`src/rtl/alu_pkg.sv`:
```
// Shared definitions for the 8-bit ALU front-end: opcodes, sequencer states, widths.
package alu_pkg;

  localparam int ALU_WIDTH = 8;
  localparam int OP_W      = 3;

  localparam logic [OP_W-1:0] OP_AND = 3'd0;
  localparam logic [OP_W-1:0] OP_OR  = 3'd1;
  localparam logic [OP_W-1:0] OP_ADD = 3'd2;
  localparam logic [OP_W-1:0] OP_SUB = 3'd3;

  typedef enum logic [1:0] {
    IDLE    = 2'd0,
    DRIVE   = 2'd1,
    RESPOND = 2'd2
  } state_t;

endpackage

```
`src/rtl/alu_onehot_decode.sv`:
```
// Opcode to one-hot tri-state enable decoder; all-zero unless en_in is set.
module alu_onehot_decode
  import alu_pkg::*;
#(
  parameter int NUM_UNITS = 4
) (
  input  logic [OP_W-1:0]      op,
  input  logic                 en_in,
  output logic [NUM_UNITS-1:0] unit_en
);

  // Each bit compares against its own index, so more than one bit can never be set.
  always_comb begin
    // NOTE: assign every combinational output a default first so no path infers a latch.
    unit_en = '0;
    for (int i = 0; i < NUM_UNITS; i++) begin
      unit_en[i] = en_in && (op == OP_W'(i));
    end
  end

endmodule

```
`src/rtl/alu_op_sequencer.sv`:
```
// Request/response sequencer that owns the shared ALU result bus: registers operands,
// enables one unit for the settle window, captures the bus and returns result plus flags.
module alu_op_sequencer
  import alu_pkg::*;
#(
  parameter int WIDTH         = ALU_WIDTH,
  parameter int NUM_UNITS     = 4,
  parameter int SETTLE_CYCLES = 1
) (
  input  logic                 clk,
  input  logic                 rst_n,
  input  logic                 req_valid,
  output logic                 req_ready,
  input  logic [WIDTH-1:0]     req_a,
  input  logic [WIDTH-1:0]     req_b,
  input  logic [OP_W-1:0]      req_op,
  output logic [WIDTH-1:0]     op_a,
  output logic [WIDTH-1:0]     op_b,
  output logic [NUM_UNITS-1:0] unit_en,
  input  logic [WIDTH:0]       alu_bus,
  output logic                 rsp_valid,
  input  logic                 rsp_ready,
  output logic [WIDTH:0]       rsp_result,
  output logic                 rsp_zero,
  output logic                 rsp_carry,
  output logic                 rsp_err
);

  localparam int CNT_W = $clog2(SETTLE_CYCLES + 1);
  localparam logic [CNT_W-1:0] CNT_LAST = CNT_W'(SETTLE_CYCLES - 1);

  state_t          state, state_next;
  logic [OP_W-1:0] op_q;
  logic [CNT_W-1:0] cnt;
  logic            accept, capture, op_legal;

  assign op_legal  = int'(req_op) < NUM_UNITS;
  assign req_ready = rst_n && (state == IDLE);
  assign rsp_valid = (state == RESPOND);

  // NOTE: state lives in always_ff with non-blocking assignments; the async reset forces IDLE
  // the instant rst_n falls, which is what takes unit_en and rsp_valid low without a clock.
  always_ff @(posedge clk or negedge rst_n) begin
    if (!rst_n) state <= IDLE;
    else        state <= state_next;
  end

  always_comb begin
    state_next = state;
    accept     = 1'b0;
    capture    = 1'b0;
    unique case (state)
      IDLE: begin
        if (req_valid) begin
          accept     = 1'b1;
          state_next = op_legal ? DRIVE : RESPOND;
        end
      end
      DRIVE: begin
        if (cnt == CNT_LAST) begin
          capture    = 1'b1;
          state_next = RESPOND;
        end
      end
      RESPOND: begin
        if (rsp_ready) state_next = IDLE;
      end
      default: state_next = IDLE;
    endcase
  end

  // Operands and response are only written on accept/capture, so they hold through RESPOND.
  always_ff @(posedge clk or negedge rst_n) begin
    if (!rst_n) begin
      op_a       <= '0;
      op_b       <= '0;
      op_q       <= '0;
      cnt        <= '0;
      rsp_result <= '0;
      rsp_zero   <= 1'b0;
      rsp_carry  <= 1'b0;
      rsp_err    <= 1'b0;
    end else if (accept) begin
      op_a <= req_a;
      op_b <= req_b;
      op_q <= req_op;
      cnt  <= '0;
      if (op_legal) begin
        rsp_err <= 1'b0;
      end else begin
        rsp_err    <= 1'b1;
        rsp_result <= '0;
        rsp_zero   <= 1'b1;
        rsp_carry  <= 1'b0;
      end
    end else if (capture) begin
      rsp_result <= alu_bus;
      rsp_zero   <= (alu_bus[WIDTH-1:0] == '0);
      rsp_carry  <= alu_bus[WIDTH];
    end else if (state == DRIVE) begin
      cnt <= cnt + 1'b1;
    end
  end

  alu_onehot_decode #(.NUM_UNITS(NUM_UNITS)) u_decode (
    .op      (op_q),
    .en_in   (state == DRIVE),
    .unit_en (unit_en)
  );

  a_en_onehot:   assert property (@(posedge clk) $onehot0(unit_en));
  a_en_in_drive: assert property (@(posedge clk) (state != DRIVE) |-> (unit_en == '0));
  a_en_reset:    assert property (@(posedge clk) !rst_n |-> (unit_en == '0));

endmodule

```
`config.mk`:
```
export PLATFORM = sky130hd
export DESIGN_NAME = alu_op_sequencer
export DESIGN_NICKNAME = d
export VERILOG_FILES = /design/src/rtl/alu_pkg.sv /design/src/rtl/alu_onehot_decode.sv /design/src/rtl/alu_op_sequencer.sv
export SDC_FILE = /design/constraint.sdc
export NUM_CORES = 1
export LEC_CHECK = 0
export ABC_AREA = 1
export CAP_MARGIN = 0
export CORE_MARGIN = 8
export CORE_UTILIZATION = 38
export CTS_BUF_LIST = sky130_fd_sc_hd__clkbuf_8
export CTS_CLUSTER_DIAMETER = 60
export DETAILED_ROUTE_END_ITERATION = 10
export GPL_TIMING_DRIVEN = 0
export PLACE_DENSITY_LB_ADDON = 0.3
export REMOVE_ABC_BUFFERS = 1
export SKIP_CTS_REPAIR_TIMING = 1
export SYNTH_ARGS = -nofsm -noshare
export SYNTH_HDL_FRONTEND = slang
export SYNTH_HIERARCHICAL = 1
export SYNTH_SLANG_ARGS = --single-unit
```
`constraint.sdc`:
```
create_clock -name clk -period 1.15 [get_ports clk]
set_input_delay 0.115 -clock clk [delete_from_list [all_inputs] [get_ports clk]]
set_output_delay 0.115 -clock clk [all_outputs]
set_load 0.02 [all_outputs]
```
* Yosys cells after proc, flatten, opt, wreduce, memory -nomap -nowiden
Index checks and enable logic that the tools add are counted.
** Cells by class
- Add/sub/neg operators :: 1
- Order comparisons :: 1
- Equality and inequality tests :: 10
- Muxes and demuxes :: 22
- Reduce and logical (&&, ||, !) cells :: 13
** Operators by type and width (count)
- 2-to-1 mux 9 bit :: 3
- 2-to-1 mux 1 bit :: 14
- zero test 8 bit :: 1
- 2-to-1 mux 2 bit :: 4
- != test 2 bit (second input constant) :: 4
- equality test 3 x 2 -> 1 bit (second input constant) :: 2
- one-hot mux 2 bit (3 select lines) :: 1
- logical AND 1 bit :: 5
- AND reduction 2 bit :: 2
- nonzero test 2 bit :: 2
- equality test 3 x 1 -> 1 bit (second input constant) :: 1
- zero test 3 bit :: 1
- < comparator 3 bit (second input constant) :: 1
- AND reduction 3 bit :: 1
- equality test 2 x 1 -> 1 bit (second input constant) :: 1
- equality test 2 bit (second input constant) :: 1
- zero test 2 bit :: 1
- != test 2 x 1 -> 1 bit (second input constant) :: 1
- adder 1 bit (second input constant) :: 1
** Storage, ports and cells
- Bits in registers :: 34
- Bits of input ports :: 32
- Output and inout port bits :: 34
- Logic and storage cells :: 56

* Logic depth before layout (Yosys ltp)
Gate-level depths: netlist of the first run.
- Word-level depth :: 4
- Depth in mapped cells :: 8
- Gate-level depth less buffers :: 7

* Modules after synthesis
Netlist of the first run, hierarchy kept.
** Modules (own cells, without submodules)
- alu_op_sequencer :: instances 1, cells each 153, area an instance 1336.3 sq um, sequential area each 800.8 sq um
- alu_onehot_decode :: instances 1, cells each 12, area an instance 47.5 sq um, sequential area each 0.0 sq um

* Worst setup path before layout of the first run
Ideal clock, no wire load.
- Kind :: flip-flop to output port
- From :: register state[1]
- To :: output unit_en[0]
- Arrival time :: 1.133 ns
- Required time :: 1.035 ns
- Setup slack :: -0.098 ns
- Cell stages (with the launch flop) :: 5
- Buffers on the path :: 1
- Cells stage by stage :: dfrtp_1 -> nor2_2 -> buf_2 -> nand2_2 -> nor2_1
** On the way
- Word-level cells in the longest chain between the ends :: 2
** Ends and longest elaborated chain
- start, declared :: line alu_op_sequencer.sv:32 : state_t state, state_next;
- start signal, assigned :: line alu_op_sequencer.sv:45 : else state <= state_next;
- equality test 2 x 1 -> 1 bit :: line alu_op_sequencer.sv:107 : .en_in (state == DRIVE),
- logical AND 1 bit :: line alu_onehot_decode.sv:17 : unit_en[i] = en_in && (op == OP_W'(i));
- end, declared :: line alu_op_sequencer.sv:19 : output logic [NUM_UNITS-1:0] unit_en,
No other way between the ends.

* Final worst setup path of the first run
- From :: register state[0]
- To :: output unit_en[0]
The elaborated chain is that of the path after synthesis.

==> results of run 1 <==
-- worst max-delay path, delay by kind of cell (launching register included) --
family	cells	cell delay [ps]
simple gates	3	380
flops	1	370
buf+inv	2	190
-- flip-flops by register name (all words and copies together), names as in the netlist --
register,count
op_a,8
state,2
rsp_carry,1
op_b,8
rsp_result,8
op_q,3
rsp_zero,1
cnt,1
-- kinds of logic (layout without fill, tap and decap cells) --
family                 Yosys count  count (layout)
AOI/OAI and AO/OA                3               3
buffers and inverters           19              93
DFF                             32              32
and+or+nand+nor                111             114
-- how the worst min path moves through the flow --
stage	startpoint	end	slack, ps	cells after the start
2_1_floorplan	rst_n	cnt	-180	0
3_3_place_gp	op_a[7]	op_a[7]	450	2
3_5_place_dp	rst_n	rsp_result[7]	210	1
4_1_cts	rst_n	rsp_result[7]	-100	1
5_1_grt	rst_n	rsp_result[7]	-180	1
6_report	rst_n	rsp_result[4]	-210	1
-- power breakdown --
part,leakage (nW),switching (mW),total [mW],internal [mW]
combinational,1.09,1.21,2.24,1.03
clock,0.0503,0.391,0.923,0.532
sequential,0.406,0.244,1.73,1.49
-- area by class of cell --
| type | count | share of cell area [%] |
|---|---|---|
| repair buffers | 76 | 33.6 |
| clock buffers | 7 | 3.76 |
| inverters | 10 | 2.24 |
| multi-input cells | 117 | 26.9 |
| well taps | 48 | 2.34 |
| flip-flops and latches | 32 | 31.2 |
-- cells in the mapped netlist, drive strengths merged --
cell / number / area share [%]
o31ai: 1 / 0.54
nand2: 79 / 22
o21ai: 1 / 0.36
clkbuf: 1 / 0.27
nor2: 12 / 4.0
nand3: 19 / 6.9
nor3: 1 / 0.72
dfrtp: 32 / 58
inv: 10 / 2.7
buf: 8 / 4.3
o211ai: 1 / 0.54
-- routing by layer --
| layer | track usage [%] | wire length [µm] |
|---|---|---|
| met1 | 12.6 | 1520 |
| met2 | 21.4 | 2150 |
| met3 | 8.14 | 340 |
| met4 | 5.77 | 65 |
| met5 | 0 | 0 |
-- through the flow --
stage                     cells  cell area (µm²)  setup WS (ps)
after floorplan             156             1320           -222
after global placement      269             2030          -1450
after detailed placement    269             2030           -723
after CTS                   276             2120          -1050
after global routing        290             2560           -295
final                       290             2560           -197
==> reports/metrics.csv, run 1 <==
metric,value,unit
status,"complete, but fails checks",
violations,"negative hold slack, negative setup slack",
chipWidth,76.3,µm
synth_compound_area_share,1.45,%
grt_overflow,0,
postSynthCellCount,165,
max_freq,0.742,GHz
regArea,801,µm²
ff2ff_setup_slack,-170,ps
rr_worst_depth,7,
cts_made_buffers,5,
relSlewSlack,71.2,%
end_kind,primary output,
finClkSkew,5.56,ps
worstSetupStartpointType,flop,
hold_viol,32,
finalPower,4.89,mW
arrival,1230,ps
final_util,71.7,%
synth-simple-area-share,33.4,%
firstDrtPassIters,4,
ios,66,
irDropWorstVdd,1.06,mV
gp_congestion,0.715,
final.min_clock_period,1350,ps
synth_mux_area_share,0,%
finalWorstSetupSlack,-197,ps
worst_pin_slew,432,ps
drive_gt1_share,26.9,%
fin_crit_sh,117,%
die_h,76.3,µm
finalSetupTns,-4230,ps
clockBufferDepth,2,
die-area,5830,µm²
cp-startpoint,state[0],
drc,0,
powerDensity,1910,nW/µm²
htree_levels,2,
final_cell_mix,"nand2_1 (64), dfrtp_1 (32), clkdlybuf4s50_1 (30), dlymetal6s2s_1 (28)",
clockRootBuffer,clkbuf_8,
synth_cell_types,17,
first_iter_violations,44,
hold_slack,-208,ps
grt_pass1_vias,1261,
rows,22,
setup_viol,36,
yosys.area_share.adder,0,%
grt_max_degree,34,
cts_tree,yes,
final_common_cell,nand2_1,
critPathRequiredTime,1030,ps
synth_top_family_by_area,simple AND/OR/NAND/NOR gates,
diodes,0,
wl,4080,µm
vias,1330,
multi_input_area,689,µm²
p_leak,1.54,nW
critical-path-max-stage-delay,370,ps
vias_per_cell,4.59,
detail-route-antenna-nets,0,
nNetsFinal,274,
worstReg2RegEnd,rsp_result[2],
cp_max_fo,4,
cp_slowest_cell,dfrtp_1,
rr_startpoint,state[1],
synthXorXnorAreaFrac,0,%
cp-endpoint,unit_en[0],
syn_area,1380,µm²
yosysWarnings,6,
grt_pass1_wl,6070,µm
hold_class,primary input to async pin,
num-fill-cells,267,
track_usage,13.0,%
ys_seq_area_share,57.9,%
maxCapViolCount,0,
clk_latency,290,ps
crit_chain,inv_2 > nor2_4 > nand2_4 > nor2_2 > buf_6,
io_buffer_count,65,
area_delta_synth_final,85.4,%
dp_hpwl,2610,µm
avgSynthCellArea,8.39,µm²
cts.clk_slew.worst_paths,70,ps
critPathKind,flop to primary output,
rsz0062_at_grt,yes,
initial_core_util,38.7,%
synth_seq_cells,32,
routedWlPerCell,14.1,µm
core_area,3580,µm²
finalMaxSlewViolations,0,
clock_sinks,32,
antenna_found_initial,0,
No activity file was read; power rests on OpenSTA's default activity.
==> inputs of run 2 (changes only) <==
--- a/config.mk
+++ b/config.mk
@@ -7,7 +7,7 @@
 export LEC_CHECK = 0
 export ABC_AREA = 1
 export CAP_MARGIN = 0
-export CORE_MARGIN = 8
+export CORE_MARGIN = 2
 export CORE_UTILIZATION = 38
 export CTS_BUF_LIST = sky130_fd_sc_hd__clkbuf_8
 export CTS_CLUSTER_DIAMETER = 60
==> run 2 against run 1 <==
The flow still finishes with violations (negative hold slack, negative setup slack). Register-to-register slack barely moved. Sequential share of layout area rose by 3.4 points. Die area fell by 29%. Utilization fell by 3.9 points. Critical path depth rose by 3. Flip-flop and latch count did not move. Count of clock-buffer cells in the layout fell by 2. Clock skew fell by 1.4 ps. Non-clock buffer count fell by 7. Power fell by 3.9%. Largest cell class is now registers. Largest power group unchanged. Highest routed layer unchanged.
==> reports/metrics.csv, run 2 (same netlist as run 1, synthesis figures left out) <==
metric,value,unit,change
num-fill-cells,284,,+6.4%
vias,1289,,-3.1%
setup_viol,35,,-2.8%
status,"complete, but fails checks",,
grt_overflow,0,,unchanged
finalMaxSlewViolations,0,,unchanged
worstSetupStartpointType,flop,,
place_inst,267,,-0.74%
vias_per_cell,4.57,,-0.33%
clockBufferDepth,2,,unchanged
nNetsFinal,267,,-2.6%
p_leak,1.47,nW,-4.8%
arrival,1490,ps,+260 ps
clock_sinks,32,,unchanged
critPathRequiredTime,1320,ps,+290 ps
finalWorstSetupSlack,-170,ps,+27.9 ps
wl,3590,µm,-12%
clk_latency,280,ps,about the same
final_cell_mix,"nand2_1 (75), dfrtp_1 (32), clkdlybuf4s50_1 (30), dlymetal6s2s_1 (28), nand3_1 (19)",,
critical-path-max-stage-delay,400,ps,+30 ps
die_h,64.3,µm,-16%
ff2ff_setup_slack,-170,ps,about the same
final.min_clock_period,1320,ps,-27.9 ps
drc,0,,unchanged
firstDrtPassIters,4,,unchanged
routedWlPerCell,12.7,µm,-9.6%
track_usage,17.1,%,+4.2 points
hold_class,primary input to async pin,,
cts.clk_slew.worst_paths,70,ps,about the same
diodes,0,,unchanged
relSlewSlack,70.6,%,-0.62 points
htree_levels,2,,unchanged
core_area,3420,µm²,-4.5%
hold_viol,32,,unchanged
final_util,67.7,%,-3.9 points
cts_tree,yes,,
critPathMostFrequentCell,nand2_1,,
die-area,4140,µm²,-29%
final_common_cell,nand2_1,,
initial_core_util,40.5,%,+1.8 points
grt_max_degree,34,,unchanged
ios,66,,unchanged
clockRootBuffer,clkbuf_8,,
hold_slack,-195,ps,+12.7 ps
cp_max_fo,20,,+16
final_cells,282,,-2.8%
violations,"negative hold slack, negative setup slack",,
end_kind,flop,,
irDropWorstVdd,1.12,mV,+5.0%
crit_chain,inv_2 > nand2_2 > nor2_4 > buf_12 > inv_6 > o21ai_1 > nand2_1 > nand2_1,,
chipWidth,64.3,µm,-16%
grt_pass1_vias,1264,,+0.24%
io_buffer_count,65,,unchanged
finClkSkew,4.19,ps,-1.36 ps
place_area,2020,µm²,-0.12%
reg_top3,"op_a (8), op_b (8), rsp_result (8)",,
grt_pass1_wl,5460,µm,-10%
drive_gt1_share,14.8,%,-12 points
cts_made_buffers,5,,unchanged
critPathKind,flop to flop,,
first_iter_violations,55,,+25%
dp_hpwl,2410,µm,-7.7%
fin_crit_sh,115,%,-2.4 points
worst_pin_slew,441,ps,+9.36 ps
cp_slowest_cell,dfrtp_1,,
stdcell_area,2310,µm²,-9.8%
maxCapViolCount,0,,unchanged
area_delta_synth_final,67.2,%,
antenna_found_initial,0,,unchanged
max_freq,0.758,GHz,+2.1%
powerDensity,2030,nW/µm²,+6.6%
gp_congestion,0.732,,+2.3%
detail-route-antenna-nets,0,,unchanged
rsz0062_at_grt,yes,,
rows,21,,-4.5%
-- run 2: power breakdown --
| group | internal [mW] | switching, mW | total [mW] | leakage, nW |
|---|---|---|---|---|
| clock | 0.640 | 0.406 | 1.05 | 0.0541 |
| sequential | 1.48 | 0.202 | 1.69 | 0.406 |
| combinational | 0.874 | 1.10 | 1.97 | 1.01 |
| total | 3.00 | 1.71 | 4.70 | 1.47 |
-- run 2: worst max-delay path, delay by kind of cell (launching register included) --
kind | cells | cell delay (ps)
flops | 1 | 400
simple gates | 4 | 380
compound gates | 1 | 90
buf+inv | 3 | 350
-- run 2: worst paths after layout --
check | cells past startpoint | endpoint | from
max | 8 | rsp_zero | state[1]
min | 1 | rsp_result[3] | rst_n
max reg2reg | 8 | rsp_zero | state[1]
min reg2reg | 2 | op_b[4] | op_b[4]
max in group asynchronous | 1 | state[0] | rst_n
min in group clk | 3 | op_b[5] | req_b[5]
-- run 2: per-stage QoR --
stage / setup slack, ps / hold slack [ps] / power, mW / setup TNS (ps)
finish: -170 / -195 / 4.70 / -3600
global route: -261 / -173 / 5.00 / -6300
CTS: -982 / -86.5 / 4.69 / -24940
detailed placement: -714 / 214 / 3.63 / -21310
global placement: -1470 / 454 / 3.59 / -45880
floorplan: -222 / -181 / 2.62 / -4390
-- run 2: routing by layer --
layer	part of all wire (%)	track usage [%]	wire length, µm	vias up
met5	0	0	0	-
met4	1.2	7.18	42	0
met3	4.0	2.99	142	4
met2	53	32.4	1900	32
met1	42	18.6	1500	602
li1	-	-	-	651
-- run 2: final cells by class --
| type | instances | area [µm²] | share of cell area, % |
|---|---|---|---|
| clock buffers | 5 | 68.8 | 2.97 |
| clock inverters | 3 | 42.5 | 1.84 |
| inverters | 10 | 42.5 | 1.84 |
| multi-input cells | 117 | 553 | 23.9 |
| flip-flops and latches | 32 | 801 | 34.6 |
| well taps | 46 | 57.6 | 2.49 |
| repair buffers | 69 | 748 | 32.3 |
==> inputs of run 3 (changes only) <==
--- a/config.mk
+++ b/config.mk
@@ -8,13 +8,14 @@
 export ABC_AREA = 1
 export CAP_MARGIN = 0
 export CORE_MARGIN = 2
-export CORE_UTILIZATION = 38
+export CORE_UTILIZATION = 40
 export CTS_BUF_LIST = sky130_fd_sc_hd__clkbuf_8
 export CTS_CLUSTER_DIAMETER = 60
 export DETAILED_ROUTE_END_ITERATION = 10
 export GPL_TIMING_DRIVEN = 0
 export PLACE_DENSITY_LB_ADDON = 0.3
 export REMOVE_ABC_BUFFERS = 1
+export SETUP_SLACK_MARGIN = 0.05
 export SKIP_CTS_REPAIR_TIMING = 1
 export SYNTH_ARGS = -nofsm -noshare
 export SYNTH_HDL_FRONTEND = slang
==> constraint.sdc (replaced) <==
create_clock -name clk -period 1.6 [get_ports clk]
set_input_delay 0.16 -clock clk [delete_from_list [all_inputs] [get_ports clk]]
set_output_delay 0.16 -clock clk [all_outputs]
set_load 0.02 [all_outputs]
==> run 3 against run 2 <==
Combinational power shrank 28%. Clock power fell by 46%. Power is 32% lower. Sequential share of layout area rose by 1.5 points. The run now ends clean. Largest power group unchanged. Sequential power is 28% lower. First-iteration DRC count is 36% higher. Design area decreased by 4.1%. Global-route usage up 0.34 points. Die area shrank 4.7%. Critical endpoint is now unit_en[1]. Register-to-register slack improved by 360 ps. Non-clock buffer count is 4 higher.
==> reports/metrics.csv, run 3 (same netlist as run 1, synthesis figures left out) <==
metric,value,unit,change
status,"finished, final reports clean",,
vias_per_cell,4.59,,+0.34%
grt_max_degree,34,,unchanged
initial_core_util,41.5,%,+0.96 points
max_freq,0.695,GHz,
fin_crit_sh,90.0,%,
antenna_found_initial,0,,unchanged
irDropWorstVdd,0.660,mV,-41%
first_iter_violations,75,,+36%
cts.clk_slew.worst_paths,60,ps,about the same
io_buffer_count,65,,unchanged
track_usage,17.5,%,+0.34 points
critPathRequiredTime,1440,ps,+120 ps
drive_gt1_share,10.1,%,-4.7 points
die_h,62.8,µm,-2.4%
worst_pin_slew,461,ps,+19.8 ps
nNetsFinal,269,,+0.75%
core_area,3340,µm²,-2.3%
finalMaxSlewViolations,0,,unchanged
clockBufferDepth,2,,unchanged
diodes,0,,unchanged
setup_viol,0,,-100%
vias,1298,,+0.70%
clockRootBuffer,clkbuf_8,,
cts_tree,yes,,
area_delta_synth_final,60.4,%,
final_cell_mix,"nand2_1 (76), clkdlybuf4s50_1 (58), dfrtp_1 (32), nand3_1 (19), nor2_1 (10)",,
grt_pass1_wl,5320,µm,-2.5%
maxCapViolCount,0,,unchanged
firstDrtPassIters,4,,unchanged
clock_sinks,32,,unchanged
cp_max_fo,4,,-80%
final_common_cell,nand2_1,,
finClkSkew,5.93,ps,+1.74 ps
wl,3410,µm,-4.9%
worstSetupStartpointType,flop,,
finalPower,3.20,mW,-32%
relSlewSlack,69.2,%,-1.4 points
powerDensity,1440,nW/µm²,-29%
hold_viol,0,,-100%
dp_hpwl,2180,µm,-9.3%
chipWidth,62.8,µm,-2.4%
hold_class,primary input to async pin,,
cts_made_buffers,5,,unchanged
p_leak,1.18,nW,-20%
final.min_clock_period,1440,ps,
grt_overflow,0,,unchanged
arrival,1280,ps,-210 ps
stdcell_area,2220,µm²,-4.1%
rsz0062_at_grt,no,,
grt_pass1_vias,1161,,-8.1%
end_kind,primary output,,
ios,66,,unchanged
clk_latency,290,ps,about the same
critPathKind,flop to primary output,,
place_area,2020,µm²,unchanged
routedWlPerCell,12.0,µm,-5.2%
gp_congestion,0.724,,-1.0%
reg_top3,"op_a (8), op_b (8), rsp_result (8)",,
die-area,3950,µm²,-4.7%
finalSetupTns,0,ps,+3600 ps
drc,0,,unchanged
rows,21,,unchanged
htree_levels,2,,unchanged
detail-route-antenna-nets,0,,unchanged
==> run 3: worst max-delay path, cell delays in order (launching register included) <==
cell and delay, ps:
dfrtp_1 360, inv_2 60, nor2_4 140, nand2_2 90
nor2_1 100, dlymetal6s2s_1 230
==> run 3: per-stage QoR <==
stage               worst slack (ps)  hold WS [ps]  utilization, %  std cells
floorplan                        228          -136               -        156
global placement               -1080           454            60.8        267
CTS                             -591         -55.1            63.0        274
detailed placement              -308           256            60.6        267
finish                           161           407            66.5        283
global route                    15.9           413            66.5        283
==> run 3: per-layer routing <==
| metal | vias up | track usage, % | share of wire (%) |
|---|---|---|---|
| met5 | - | 0 | 0 |
| met4 | 0 | 8.33 | 1.9 |
| met3 | 6 | 6.31 | 4.9 |
| met2 | 35 | 29.0 | 51 |
| met1 | 607 | 20.0 | 42 |
| li1 | 650 | - | - |
==> run 3: final timing paths <==
| kind | startpoint | to | slack (ps) | cells past startpoint |
|---|---|---|---|---|
| min in group clk | req_a[2] | op_a[2] | 410 | 3 |
| hold / removal | rst_n | rsp_zero | 410 | 3 |
| setup reg to reg | state[1] | rsp_zero | 190 | 8 |
| max in group asynchronous | rst_n | rsp_carry | 1020 | 3 |
| hold reg to reg | op_a[7] | op_a[7] | 480 | 2 |
| setup / recovery | state[0] | unit_en[1] | 160 | 5 |
==> run 3: layout make-up <==
cell class / instances / area [µm²]
Tap cell: 46 / 57.6
Inverter: 10 / 37.5
Multi-Input combinational cell: 115 / 495
Fill cell: 292 / 1120
Sequential cell: 32 / 801
Clock buffer: 5 / 68.8
Clock inverter: 2 / 8.76
Timing Repair Buffer: 73 / 751
==> run 3: power by group <==
part	internal (mW)	switching (mW)	total (mW)	leakage, nW
registers	1.07	0.153	1.22	0.406
logic	0.675	0.742	1.42	0.729
clock network	0.288	0.277	0.565	0.0452
